File: config.mk
export PLATFORM = sky130hd
export DESIGN_NAME = pipelined_cla_adder_flat
export DESIGN_NICKNAME = d
export VERILOG_FILES = /design/src/rtl/pipelined_cla_adder_if.sv /design/src/rtl/pipelined_cla_adder.sv /design/src/flat_wrapper.sv
export SDC_FILE = /design/constraint.sdc
export NUM_CORES = 1
export LEC_CHECK = 0
export ABC_AREA = 0
export CAP_MARGIN = 20
export CORE_MARGIN = 2
export CORE_UTILIZATION = 55
export DETAILED_ROUTE_END_ITERATION = 12
export HOLD_SLACK_MARGIN = 0.06
export PLACE_DENSITY = 0.86
export SKIP_CTS_REPAIR_TIMING = 1
export SLEW_MARGIN = 20
export SYNTH_ARGS = -nofsm -noshare
export SYNTH_HDL_FRONTEND = slang
export SYNTH_SLANG_ARGS = --single-unit
File: constraint.sdc
create_clock -name clk -period 2.1 [get_ports clk]
set_input_delay 0.21 -clock clk [delete_from_list [all_inputs] [get_ports clk]]
set_output_delay 0.21 -clock clk [all_outputs]
set_load 0.05 [all_outputs]
File: src/rtl/pipelined_cla_adder_if.sv
// Handshake/data bundle for pipelined_cla_adder.
// The optional ovf signal exists only when CLA_OVERFLOW_EN is defined.
// slave  : adder side (consumes operands, produces results).
// master : producer/consumer side driving the adder.
interface pipelined_cla_adder_if #(
    parameter int WIDTH = 16
) ();
    logic             in_valid;
    logic             in_ready;
    logic [WIDTH-1:0] a;
    logic [WIDTH-1:0] b;
    logic             cin;
    logic             sub;
    logic             out_valid;
    logic             out_ready;
    logic [WIDTH-1:0] sum;
    logic             cout;
`ifdef CLA_OVERFLOW_EN
    logic             ovf;

    modport master (
        output in_valid, a, b, cin, sub, out_ready,
        input  in_ready, out_valid, sum, cout, ovf
    );

    modport slave (
        input  in_valid, a, b, cin, sub, out_ready,
        output in_ready, out_valid, sum, cout, ovf
    );
`else
    modport master (
        output in_valid, a, b, cin, sub, out_ready,
        input  in_ready, out_valid, sum, cout
    );

    modport slave (
        input  in_valid, a, b, cin, sub, out_ready,
        output in_ready, out_valid, sum, cout
    );
`endif
endinterface

File: src/rtl/pipelined_cla_adder.sv
// Pipelined carry-look-ahead adder/subtractor built from 4-bit CLA groups.
// Each stage resolves STAGE_GROUPS groups and hands its group carry to the
// next stage, so depth/latency/capacity is L = (WIDTH/4)/STAGE_GROUPS.
// Subtraction is a + ~b + ~cin; cout is the raw carry (1 = no borrow).
// Valid/ready with full back-pressure; outputs come straight from the last
// stage registers.
// Optional feature macro: CLA_OVERFLOW_EN adds a registered signed-overflow
// output (carry into MSB xor carry out of MSB).
module pipelined_cla_adder #(
    parameter int WIDTH        = 16,
    parameter int STAGE_GROUPS = 1
) (
    input  logic                  clk,
    input  logic                  rst,
    pipelined_cla_adder_if.slave  bus
);

    localparam int NGROUPS = WIDTH / 4;
    localparam int L       = NGROUPS / STAGE_GROUPS;

    // 4-bit look-ahead group: returns {c4, c3, sum[3:0]}; c3 is kept for
    // overflow detection on the most significant group.
    function automatic logic [5:0] cla4(
        input logic [3:0] i_a,
        input logic [3:0] i_b,
        input logic       i_c0
    );
        logic [3:0] g;
        logic [3:0] p;
        logic       c1;
        logic       c2;
        logic       c3;
        logic       c4;
        g  = i_a & i_b;
        p  = i_a ^ i_b;
        c1 = g[0] | (p[0] & i_c0);
        c2 = g[1] | (p[1] & g[0]) | (p[1] & p[0] & i_c0);
        c3 = g[2] | (p[2] & g[1]) | (p[2] & p[1] & g[0])
                  | (p[2] & p[1] & p[0] & i_c0);
        c4 = g[3] | (p[3] & g[2]) | (p[3] & p[2] & g[1])
                  | (p[3] & p[2] & p[1] & g[0])
                  | (p[3] & p[2] & p[1] & p[0] & i_c0);
        return {c4, c3, p ^ {c3, c2, c1, i_c0}};
    endfunction

    // Stage registers (index 0 = first stage, L-1 = output stage).
    logic             r_valid [L];
    logic [WIDTH-1:0] r_a     [L];
    logic [WIDTH-1:0] r_b     [L];
    logic [WIDTH-1:0] r_sum   [L];
    logic             r_c     [L];
    logic             r_sub   [L];

    // Per-stage sources and next values.
    logic [WIDTH-1:0] w_a_src   [L];
    logic [WIDTH-1:0] w_b_src   [L];
    logic [WIDTH-1:0] w_sum_src [L];
    logic             w_c_src   [L];
    logic             w_sub_src [L];
    logic [WIDTH-1:0] w_sum_nx  [L];
    logic             w_c_nx    [L];
    logic [5:0]       w_grp;
    logic             w_chain;
    logic             w_msb_cin;

    // Handshake.
    logic             w_adv  [L];
    logic             w_take [L];
    logic             w_next_free;
    logic             w_in_ready;
    logic             w_unused;

    // Datapath: select each stage's source and resolve its CLA groups.
    always_comb begin
        w_grp     = 6'd0;
        w_chain   = 1'b0;
        w_msb_cin = 1'b0;
        // Stage 0 sources come from the bus; b and cin are inverted for sub.
        w_a_src[0]   = bus.a;
        w_b_src[0]   = bus.b ^ {WIDTH{bus.sub}};
        w_c_src[0]   = bus.cin ^ bus.sub;
        w_sub_src[0] = bus.sub;
        w_sum_src[0] = '0;
        for (int j = 1; j < L; j++) begin
            w_a_src[j]   = r_a[j-1];
            w_b_src[j]   = r_b[j-1];
            w_c_src[j]   = r_c[j-1];
            w_sub_src[j] = r_sub[j-1];
            w_sum_src[j] = r_sum[j-1];
        end
        for (int j = 0; j < L; j++) begin
            w_sum_nx[j] = w_sum_src[j];
            w_chain     = w_c_src[j];
            for (int g = 0; g < STAGE_GROUPS; g++) begin
                w_grp = cla4(w_a_src[j][(j*STAGE_GROUPS+g)*4 +: 4],
                             w_b_src[j][(j*STAGE_GROUPS+g)*4 +: 4],
                             w_chain);
                w_sum_nx[j][(j*STAGE_GROUPS+g)*4 +: 4] = w_grp[3:0];
                w_chain   = w_grp[5];
                // The last iteration overall is the MSB group.
                w_msb_cin = w_grp[4];
            end
            w_c_nx[j] = w_chain;
        end
    end

    // Ready chain: walk from the output back, a stage moves when the next
    // one is empty or moving itself.
    always_comb begin
        w_next_free = bus.out_ready;
        for (int j = L - 1; j >= 0; j--) begin
            w_adv[j]    = r_valid[j] & w_next_free;
            w_next_free = ~r_valid[j] | w_adv[j];
        end
        w_in_ready = ~r_valid[0] | w_adv[0];
    end

    // Load enables: stage 0 on an input handshake, others when upstream moves.
    always_comb begin
        w_take[0] = bus.in_valid & w_in_ready;
        for (int j = 1; j < L; j++) begin
            w_take[j] = w_adv[j-1];
        end
    end

    // Pipeline registers with synchronous reset; data only loads on transfer.
    always_ff @(posedge clk) begin
        for (int j = 0; j < L; j++) begin
            if (rst) begin
                r_valid[j] <= 1'b0;
                r_a[j]     <= '0;
                r_b[j]     <= '0;
                r_sum[j]   <= '0;
                r_c[j]     <= 1'b0;
                r_sub[j]   <= 1'b0;
            end else if (w_take[j]) begin
                r_valid[j] <= 1'b1;
                r_a[j]     <= w_a_src[j];
                r_b[j]     <= w_b_src[j];
                r_sum[j]   <= w_sum_nx[j];
                r_c[j]     <= w_c_nx[j];
                r_sub[j]   <= w_sub_src[j];
            end else if (w_adv[j]) begin
                r_valid[j] <= 1'b0;
            end else begin
                r_valid[j] <= r_valid[j];
            end
        end
    end

    assign bus.in_ready  = w_in_ready;
    assign bus.out_valid = r_valid[L-1];
    assign bus.sum       = r_sum[L-1];
    assign bus.cout      = r_c[L-1];

`ifdef CLA_OVERFLOW_EN
    logic r_ovf;

    // Overflow flag travels with the output stage and holds under stall.
    always_ff @(posedge clk) begin
        if (rst) begin
            r_ovf <= 1'b0;
        end else if (w_take[L-1]) begin
            r_ovf <= w_msb_cin ^ w_c_nx[L-1];
        end else begin
            r_ovf <= r_ovf;
        end
    end

    assign bus.ovf = r_ovf;
`endif

    // Sink for state that is carried for completeness but not consumed
    // (operands of the last stage, consumed low bits, the sub tag).
    always_comb begin
        w_unused = w_msb_cin;
        for (int j = 0; j < L; j++) begin
            w_unused = w_unused ^ (^r_a[j]) ^ (^r_b[j]) ^ r_sub[j];
        end
    end

endmodule

File: src/flat_wrapper.sv
// flat-port wrapper written by rule: the top's interface ports become plain ports
module pipelined_cla_adder_flat 
#(
    parameter int WIDTH        = 16,
    parameter int STAGE_GROUPS = 1
)
  (clk, rst, bus_in_valid, bus_a, bus_b, bus_cin, bus_sub, bus_out_ready, bus_in_ready, bus_out_valid, bus_sum, bus_cout);
  pipelined_cla_adder_if #(.WIDTH(WIDTH)) bus_i ();
  input  logic clk;
  input  logic rst;
  input wire logic [$bits(bus_i.in_valid)-1:0] bus_in_valid;
  input wire logic [$bits(bus_i.a)-1:0] bus_a;
  input wire logic [$bits(bus_i.b)-1:0] bus_b;
  input wire logic [$bits(bus_i.cin)-1:0] bus_cin;
  input wire logic [$bits(bus_i.sub)-1:0] bus_sub;
  input wire logic [$bits(bus_i.out_ready)-1:0] bus_out_ready;
  output wire logic [$bits(bus_i.in_ready)-1:0] bus_in_ready;
  output wire logic [$bits(bus_i.out_valid)-1:0] bus_out_valid;
  output wire logic [$bits(bus_i.sum)-1:0] bus_sum;
  output wire logic [$bits(bus_i.cout)-1:0] bus_cout;
  assign bus_i.in_valid = bus_in_valid;
  assign bus_i.a = bus_a;
  assign bus_i.b = bus_b;
  assign bus_i.cin = bus_cin;
  assign bus_i.sub = bus_sub;
  assign bus_i.out_ready = bus_out_ready;
  assign bus_in_ready = bus_i.in_ready;
  assign bus_out_valid = bus_i.out_valid;
  assign bus_sum = bus_i.sum;
  assign bus_cout = bus_i.cout;
  pipelined_cla_adder #(.WIDTH(WIDTH), .STAGE_GROUPS(STAGE_GROUPS)) u_core (.clk(clk), .rst(rst), .bus(bus_i));
endmodule
-- Yosys cells after proc, flatten, opt, wreduce, memory -nomap -nowiden
Memory sizes are Yosys's and may differ from the RTL's.
Cells that the tools add are included.
- muxes and demuxes: 71
- bitwise gates (word level): 159
- operators with widths (cell ; count):
    two-way mux 16 bit ; 12
    OR 1 bit ; 72
    bitwise AND 1 bit ; 69
    two-way mux 1 bit ; 59
    XOR 4 bit ; 8
    bitwise AND 4 bit ; 4
    XOR 16 bit ; 1
    NOT 1 bit ; 4
    XOR 1 bit ; 1
- register bits: 0
- RAM bits: 200
- bits of input ports: 38
- output and inout port bits: 19
- logic and storage cells: 235
- memories kept: 5
- memory list (memory ; words ; width ; read ports ; clocked after memory_dff ; wr ports ; line ; text):
    u_core.r_a ; 4 ; 16 ; 3 ; 0 ; 4 ; pipelined_cla_adder.sv:48 ; logic [WIDTH-1:0] r_a [L];
    u_core.r_b ; 4 ; 16 ; 3 ; 0 ; 4 ; pipelined_cla_adder.sv:49 ; logic [WIDTH-1:0] r_b [L];
    u_core.r_sum ; 4 ; 16 ; 4 ; 0 ; 4 ; pipelined_cla_adder.sv:50 ; logic [WIDTH-1:0] r_sum [L];
    u_core.r_c ; 4 ; 1 ; 4 ; 0 ; 4 ; pipelined_cla_adder.sv:51 ; logic r_c [L];
    u_core.r_valid ; 4 ; 1 ; 4 ; 0 ; 4 ; pipelined_cla_adder.sv:47 ; logic r_valid [L];

-- Depth between registers and ports, before layout
Gate-level depths: netlist of run 1.
An unclocked memory read counts as a cell.
- depth in word-level cells: 16
- mapped depth: 8
- mapped depth without buffers: 6

-- Least setup slack after synthesis of run 1
OpenSTA, ideal clock, no wires.
- kind: reg-to-reg
- from: memory u_core.r_valid[3]
- to: memory u_core.r_a[0][10] (enable)
- library setup time: 0.378 ns
- arrival: 1.770 ns
- required time: 1.722 ns
- path slack: -0.049 ns
- cell stages (with the launch flop): 4
- clock period less this slack: 2.149 ns
- cells stage by stage: edfxtp_1 -> nand2b_4 -> or3_4 -> a21o_1
- RTL lines (what ; line):
    from (decl) ; pipelined_cla_adder.sv:47
    to (decl) ; pipelined_cla_adder.sv:48

==> key figures, run 1 <==
Run status
  – Status: complete, no violations

Global routing
  – Number of antenna violations at the first check in global routing: 0
  – Largest net degree at the start of global routing: 30
  – GR Util All Layers: 14.17%
  – First-pass GRT wire length: 9328 µm
  – Vias in the first global route: 2,179
  – Grt total ovfl: 0

Synth
  – Mux share of post-synthesis cell area: 0%
  – Largest family of logic cells by synthesized area: simple AND/OR/NAND/NOR gates
  – Adder-Cell Fraction of Synth Area: roughly 6.3%
  – Most used DFF post-synth: edfxtp_1
  – Cell Area, Synth: 4464 µm²
  – Synth Instances: 326
  – Async set-or-reset flop fraction in the synthesized netlist: 0%
  – Sequential-to-total area share from yosys stat: approximately 65%
  – Area leader, netlist: edfxtp_1
  – Synthesis warning total: 0
  – Top cells by area, synth: edfxtp_1 (65%), and2_1 (7.1%), ha_1 (4.5%)
  – Synth cell types: 31
  – Simple-Gate Fraction of Synth Area: 14.77%
  – Post-synth EDFFs: 96
  – Post-Synth XOR/XNOR Area: 4.512%
  – Post-synth top cells: edfxtp_1 (96), and2_1 (51), nor2_1 (27), inv_1 (19), buf_4 (18)
  – Synth top area share: between 60% and 70%
  – Synthesized area per cell: 13.69 µm²
  – Syn nets: ~380
  – Most frequent cell after synthesis: edfxtp_1
  – Compound-gate portion of the synthesized area: 4.232%
  – FF+latch count, synth: 96

STA
  – Fin crit share: 87.52%
  – Top achievable clock speed: 544.1 MHz
  – Final Hold Vio Count: 0
  – Final setup fails: 0
  – Max_slew headroom: 54.39%
  – Crit path time final: 1.838 ns
  – Final slew viol count: 0
  – Actual slew at the worst max-slew pin: 0.6817 ns
  – Final worst slack: 0.2622 ns
  – Setup Skew: 0.008541 ns
  – RSZ-0062 raised after global routing: false
  – Final hold slack: 0.5150 ns
  – Setup TNS: 0 ns

Critical path
  – CP Data Required Time: 1.89 ns
  – Worst-path fanout max: 3
  – Crit. End Element: output pin
  – Cell family with most CP delay: buffers and inverters
  – Flop-to-flop setup slack: 0.40 ns
  – Worst endpoint data arrival time: 1.63 ns
  – CP Cell Sequence: clkdlybuf4s50_1
  – CP Launch Type: flip-flop
  – Bufs and invs on worst path: 1
  – CP max stage cell: clkdlybuf4s50_1
  – WS Path Type: flip-flop to output pin
  – CP peak stage delay: roughly 0.83 ns

Finish
  – Layout Cells excl Fill: 483
  – Final-stage net count: 434
  – Util after Layout: 67.07%
  – Fraction of layout instances using a drive strength above 1: 9.711%
  – Area grow syn2layout: 17.29%
  – N_diodes: 0

CTS
  – CTS Buf Count: 9
  – Worst-skew pair later-pin latency: 0.35 ns
  – CTS tree: yes
  – Clk sinks: between 90 and 100
  – Clk slew on worst S/H paths: about 0.080 ns
  – CTS max path bufs: 2
  – Root cell of the clock tree: clkbuf_8
  – H-tree levels: 3

Drt
  – Final ANT Viol Nets: 0
  – Initial DRC count: 64
  – Drt via density: 4.849
  – DRT Wirelength: 5575 µm
  – DR DRC count: 0
  – Vias: approximately 2,300
  – Drt first pass iters: 5
  – Average wire per standard cell: 11.54 µm

Die
  – I/O pin count: 57
  – Die Y: ~94 µm
  – Num rows: 32
  – Initial Util: between 50% and 60%
  – Core area: 7807 µm²
  – Die area: 8854 µm²
  – Die width: around 94 µm

Job
  – Max-Cap Viols: 0

Place
  – Pre-CTS setup slack: -0.04769 ns
  – Cells after DPL: approximately 470
  – Post-DP HPWL: 4180 µm
  – Gp weighted congestion: 0.7654
  – Port Buffers: 56

Pwr
  – Peak supply drop: about 0.32 mV
  – Leak pwr: around 2.1 nW
  – Pwr/cell area: 852.1 nW/µm²

Min path
  – Worst hold path class: flip-flop to flip-flop
-- state kept, by name (all words and copies together), names as in the netlist --
name and cells:
u_core.r_sum 40, u_core.r_valid 4, u_core.r_a 24, u_core.r_c 4, u_core.r_b 24
-- placed cells by master, fill, tap and decap left out, types with 2 or more instances in the layout --
| master | instances |
|---|---|
| o21ai_0 | 8 |
| clkdlybuf4s50_1 | 55 |
| clkbuf_8 | 9 |
| a211oi_1 | 6 |
| nand3_1 | 2 |
| fa_1 | 4 |
| nand2_1 | 7 |
| nand2b_1 | 2 |
| edfxtp_1 | 96 |
| ha_1 | 16 |
| nor3_1 | 8 |
| buf_4 | 8 |
| inv_1 | 19 |
| a21oi_1 | 4 |
| xnor2_1 | 15 |
| o21a_1 | 4 |
| a21o_1 | 5 |
| or2_1 | 2 |
| and2_4 | 9 |
| and2_1 | 51 |
| clkinv_1 | 2 |
| xor2_1 | 8 |
| nor2_1 | 27 |
-- power by group --
group / switching [mW] / internal, mW / total (mW)
clock: 0.574 / 0.544 / 1.12
combinational: 0.543 / 0.362 / 0.905
sequential: 0.0680 / 2.37 / 2.44
-- per-stage QoR --
stage          power [mW]  instance area [µm²]
2_1_floorplan       3.166                 4466
3_3_place_gp        3.358                 5050
3_5_place_dp        3.390                 5050
4_1_cts             4.493                 5236
5_1_grt             4.653                 5236
6_report            4.462                 5236
-- final timing paths --
path                                                          end                              from  depth (start not counted)
worst min register to register  u_core.r_sum[1][22]$_SDFFCE_PN0N_  u_core.r_sum[1][6]$_SDFFCE_PN0P_                          1
worst max register to register            u_core.r_c[1]$_DFFE_PP_    u_core.r_a[0][4]$_SDFFCE_PN0P_                          5
worst max-delay path                                bus_out_valid   u_core.r_valid[3]$_SDFFCE_PP0P_                          1
worst min-delay path            u_core.r_sum[1][22]$_SDFFCE_PN0N_  u_core.r_sum[1][6]$_SDFFCE_PN0P_                          1
-- per-layer routing --
metal / global-route usage, % / wire length [µm] / share of wire [%] / vias to the layer above
li1: - / - / - / 1212
met1: 15.28 / 2262 / 41 / 1040
met2: 24.70 / 2844 / 51 / 78
met3: 4.093 / 329 / 5.9 / 12
met4: 8.213 / 138 / 2.5 / 0
met5: 0 / 0 / 0 / -
-- final cells by class --
type	count	area, µm²
sequential	96	2883
fill	573	2571
multi-input combinational	185	1331
timing repair buffer	64	630.6
clock buffer	10	127.6
tap	102	127.6
inverter	20	77.57
clock inverter	6	58.81
-- cell families after synthesis --
| group | Yosys count |
|---|---|
| simple gates | 113 |
| xor+xnor | 23 |
| buf+inv | 45 |
| flops | 96 |
| fa+ha+maj | 20 |
| compound gates | 29 |
Note: power is estimated with default switching activity, not from simulation.
==> run 2, diff against run 1 <==
Settings changed: CELL_PAD_IN_SITES_DETAIL_PLACEMENT set to 0, CELL_PAD_IN_SITES_GLOBAL_PLACEMENT set to 1, CORE_UTILIZATION 55 to 45.
==> run 2 against run 1 <==
Compared with the run above:
- first-iteration DRC count is 14% higher
- clock power is 13% higher
- sequential power hardly changed
- critical endpoint unchanged
- largest power group unchanged
==> key figures, run 2 (synthesis gave the netlist of run 1 again) <==
STA
  – Top achievable clock speed: 551.8 MHz (+1.4%)
  – Final Hold Vio Count: 0 (unchanged)
  – Fin crit share: 86.29% (-1.2 points)
  – Setup Skew: 0.006860 ns (-0.001681 ns)
  – RSZ-0062 raised after global routing: false
  – Actual slew at the worst max-slew pin: 0.6516 ns (-0.03013 ns)
  – Max_slew headroom: 56.40% (+2.0 points)
  – Final slew viol count: 0 (unchanged)
  – Setup TNS: 0 ns (unchanged)
  – Final worst slack: 0.2879 ns (+0.02570 ns)
  – Crit path time final: 1.812 ns (-0.02570 ns)
  – Final setup fails: 0 (unchanged)

Global routing
  – First-pass GRT wire length: 9618 µm (+3.1%)
  – GR Util All Layers: 11.23% (-2.9 points)
  – Number of antenna violations at the first check in global routing: 0 (unchanged)
  – Vias in the first global route: 2,224 (+2.1%)
  – Grt total ovfl: 0 (unchanged)
  – Largest net degree at the start of global routing: 30 (unchanged)

Die
  – I/O pin count: 57 (unchanged)
  – Die width: 103.6 µm (+10%)
  – Core area: 9684 µm² (+24%)
  – Initial Util: 46.10% (-11 points)
  – Die area: 10,730 µm² (+21%)
  – Num rows: 36 (+13%)
  – Die Y: 103.6 µm (+10%)

Run status
  – Status: complete, no violations

CTS
  – H-tree levels: 3 (unchanged)
  – Worst-skew pair later-pin latency: 0.35 ns (about the same)
  – CTS max path bufs: 2 (unchanged)
  – CTS tree: yes
  – CTS Buf Count: 9 (unchanged)
  – Clk sinks: 96 (unchanged)
  – Root cell of the clock tree: clkbuf_8
  – Clk slew on worst S/H paths: 0.09 ns (about the same)

Finish
  – Final-stage net count: 433 (-0.23%)
  – Layout Cells excl Fill: 512 (+6.0%)
  – N_diodes: 0 (unchanged)
  – Area grow syn2layout: 18.22%
  – Fraction of layout instances using a drive strength above 1: 9.763% (+0.051 points)
  – Commonest non-fill, non-tap cell in the layout: edfxtp_1
  – Most frequent cells in the layout: edfxtp_1 (96), clkdlybuf4s50_1 (55), and2_1 (51), nor2_1 (27), inv_1 (19)
  – Util after Layout: 54.50% (-13 points)
  – Most flops, register: u_core.r_sum
  – Largest register FFs: 40 (unchanged)
  – Fill cell count: 828 (+45%)
  – Largest regs: u_core.r_sum x40, u_core.r_a x24, u_core.r_b x24

Drt
  – Drt via density: 4.443 (-8.4%)
  – Drt first pass iters: 4 (-1)
  – DR DRC count: 0 (unchanged)
  – Initial DRC count: 73 (+14%)
  – Vias: 2,275 (-2.9%)
  – Final ANT Viol Nets: 0 (unchanged)
  – DRT Wirelength: 5589 µm (+0.25%)
  – Average wire per standard cell: 10.92 µm (-5.4%)

Place
  – Post-DP HPWL: 4294 µm (+2.7%)
  – Port Buffers: 56 (unchanged)
  – Cells after DPL: 497 (+6.4%)
  – Pre-CTS setup slack: -0.01673 ns (+0.03097 ns)
  – Gp weighted congestion: 0.7786 (+1.7%)

Critical path
  – CP Cell Sequence: clkdlybuf4s50_1
  – Worst endpoint data arrival time: 1.60 ns (-0.03 ns)
  – Worst-path fanout max: 3 (unchanged)
  – Bufs and invs on worst path: 1 (unchanged)
  – CP max stage cell: clkdlybuf4s50_1
  – CP Launch Type: flip-flop
  – CP peak stage delay: 0.83 ns (about the same)
  – Cell family with most CP delay: buffers and inverters
  – WS Path Type: flip-flop to output pin
  – Crit. End Element: output pin
  – CP Data Required Time: 1.89 ns (about the same)

Pwr
  – Pwr/cell area: 868.5 nW/µm² (+1.9%)
  – Leak pwr: 2.065 nW (about the same)
  – Peak supply drop: 0.4038 mV (+26%)

Min path
  – Worst hold path class: input pin to flip-flop

Job
  – Max-Cap Viols: 0 (unchanged)
-- run 2: cell count changes in the layout (fill, tap and decap cells not counted), sizes merged --
cell / previous run / this run
inv: 21 / 20
bufinv: 1 / 2
clkbuf: 10 / 9
buf: 9 / 8
-- run 2: final timing paths --
check | startpoint | end | slack [ns] | depth (start not counted)
worst max-delay path | u_core.r_valid[3]$_SDFFCE_PP0P_ | bus_out_valid | 0.29 | 1
worst min-delay path | bus_a[11] | u_core.r_a[0][11]$_SDFFCE_PN0P_ | 0.52 | 2
worst max register to register | u_core.r_valid[3]$_SDFFCE_PP0P_ | u_core.r_b[0][14]$_SDFFCE_PN0P_ | 0.41 | 3
worst min register to register | u_core.r_sum[1][11]$_SDFFCE_PN0P_ | u_core.r_sum[1][27]$_SDFFCE_PN0N_ | 0.52 | 1
-- run 2: final cells by class --
| class | count | area [µm²] | share of cell area, % |
|---|---|---|---|
| timing repair buffer | 63 | 610.6 | 11.57 |
| sequential | 96 | 2883 | 54.62 |
| multi-input combinational | 185 | 1331 | 25.23 |
| tap | 133 | 166.4 | 3.153 |
| clock inverter | 6 | 85.08 | 1.612 |
| inverter | 20 | 77.57 | 1.470 |
| clock buffer | 9 | 123.9 | 2.347 |
-- run 2: through the flow --
stage          area [µm²]  power (mW)  hold slack [ns]
2_1_floorplan        4466       3.166           0.4082
3_3_place_gp         5069       3.361           0.5017
3_5_place_dp         5069       3.388           0.5033
4_1_cts              5278       4.620           0.5031
5_1_grt              5278       4.788           0.5192
6_report             5278       4.584           0.5156
-- run 2: metal layers --
metal	wire, µm	GRT usage, %	share of wire (%)
met5	0	0	0
met4	93	4.633	1.7
met3	300	3.524	5.4
met2	2604	18.92	47
met1	2591	13.42	46
-- run 2: report_power, final --
group / leakage (nW) / switching [mW] / internal [mW] / total [mW]
Combinational: 0.921 / 0.540 / 0.353 / 0.893
Clock: 0.103 / 0.596 / 0.660 / 1.26
Sequential: 1.04 / 0.0655 / 2.37 / 2.44
Total: 2.07 / 1.20 / 3.38 / 4.58
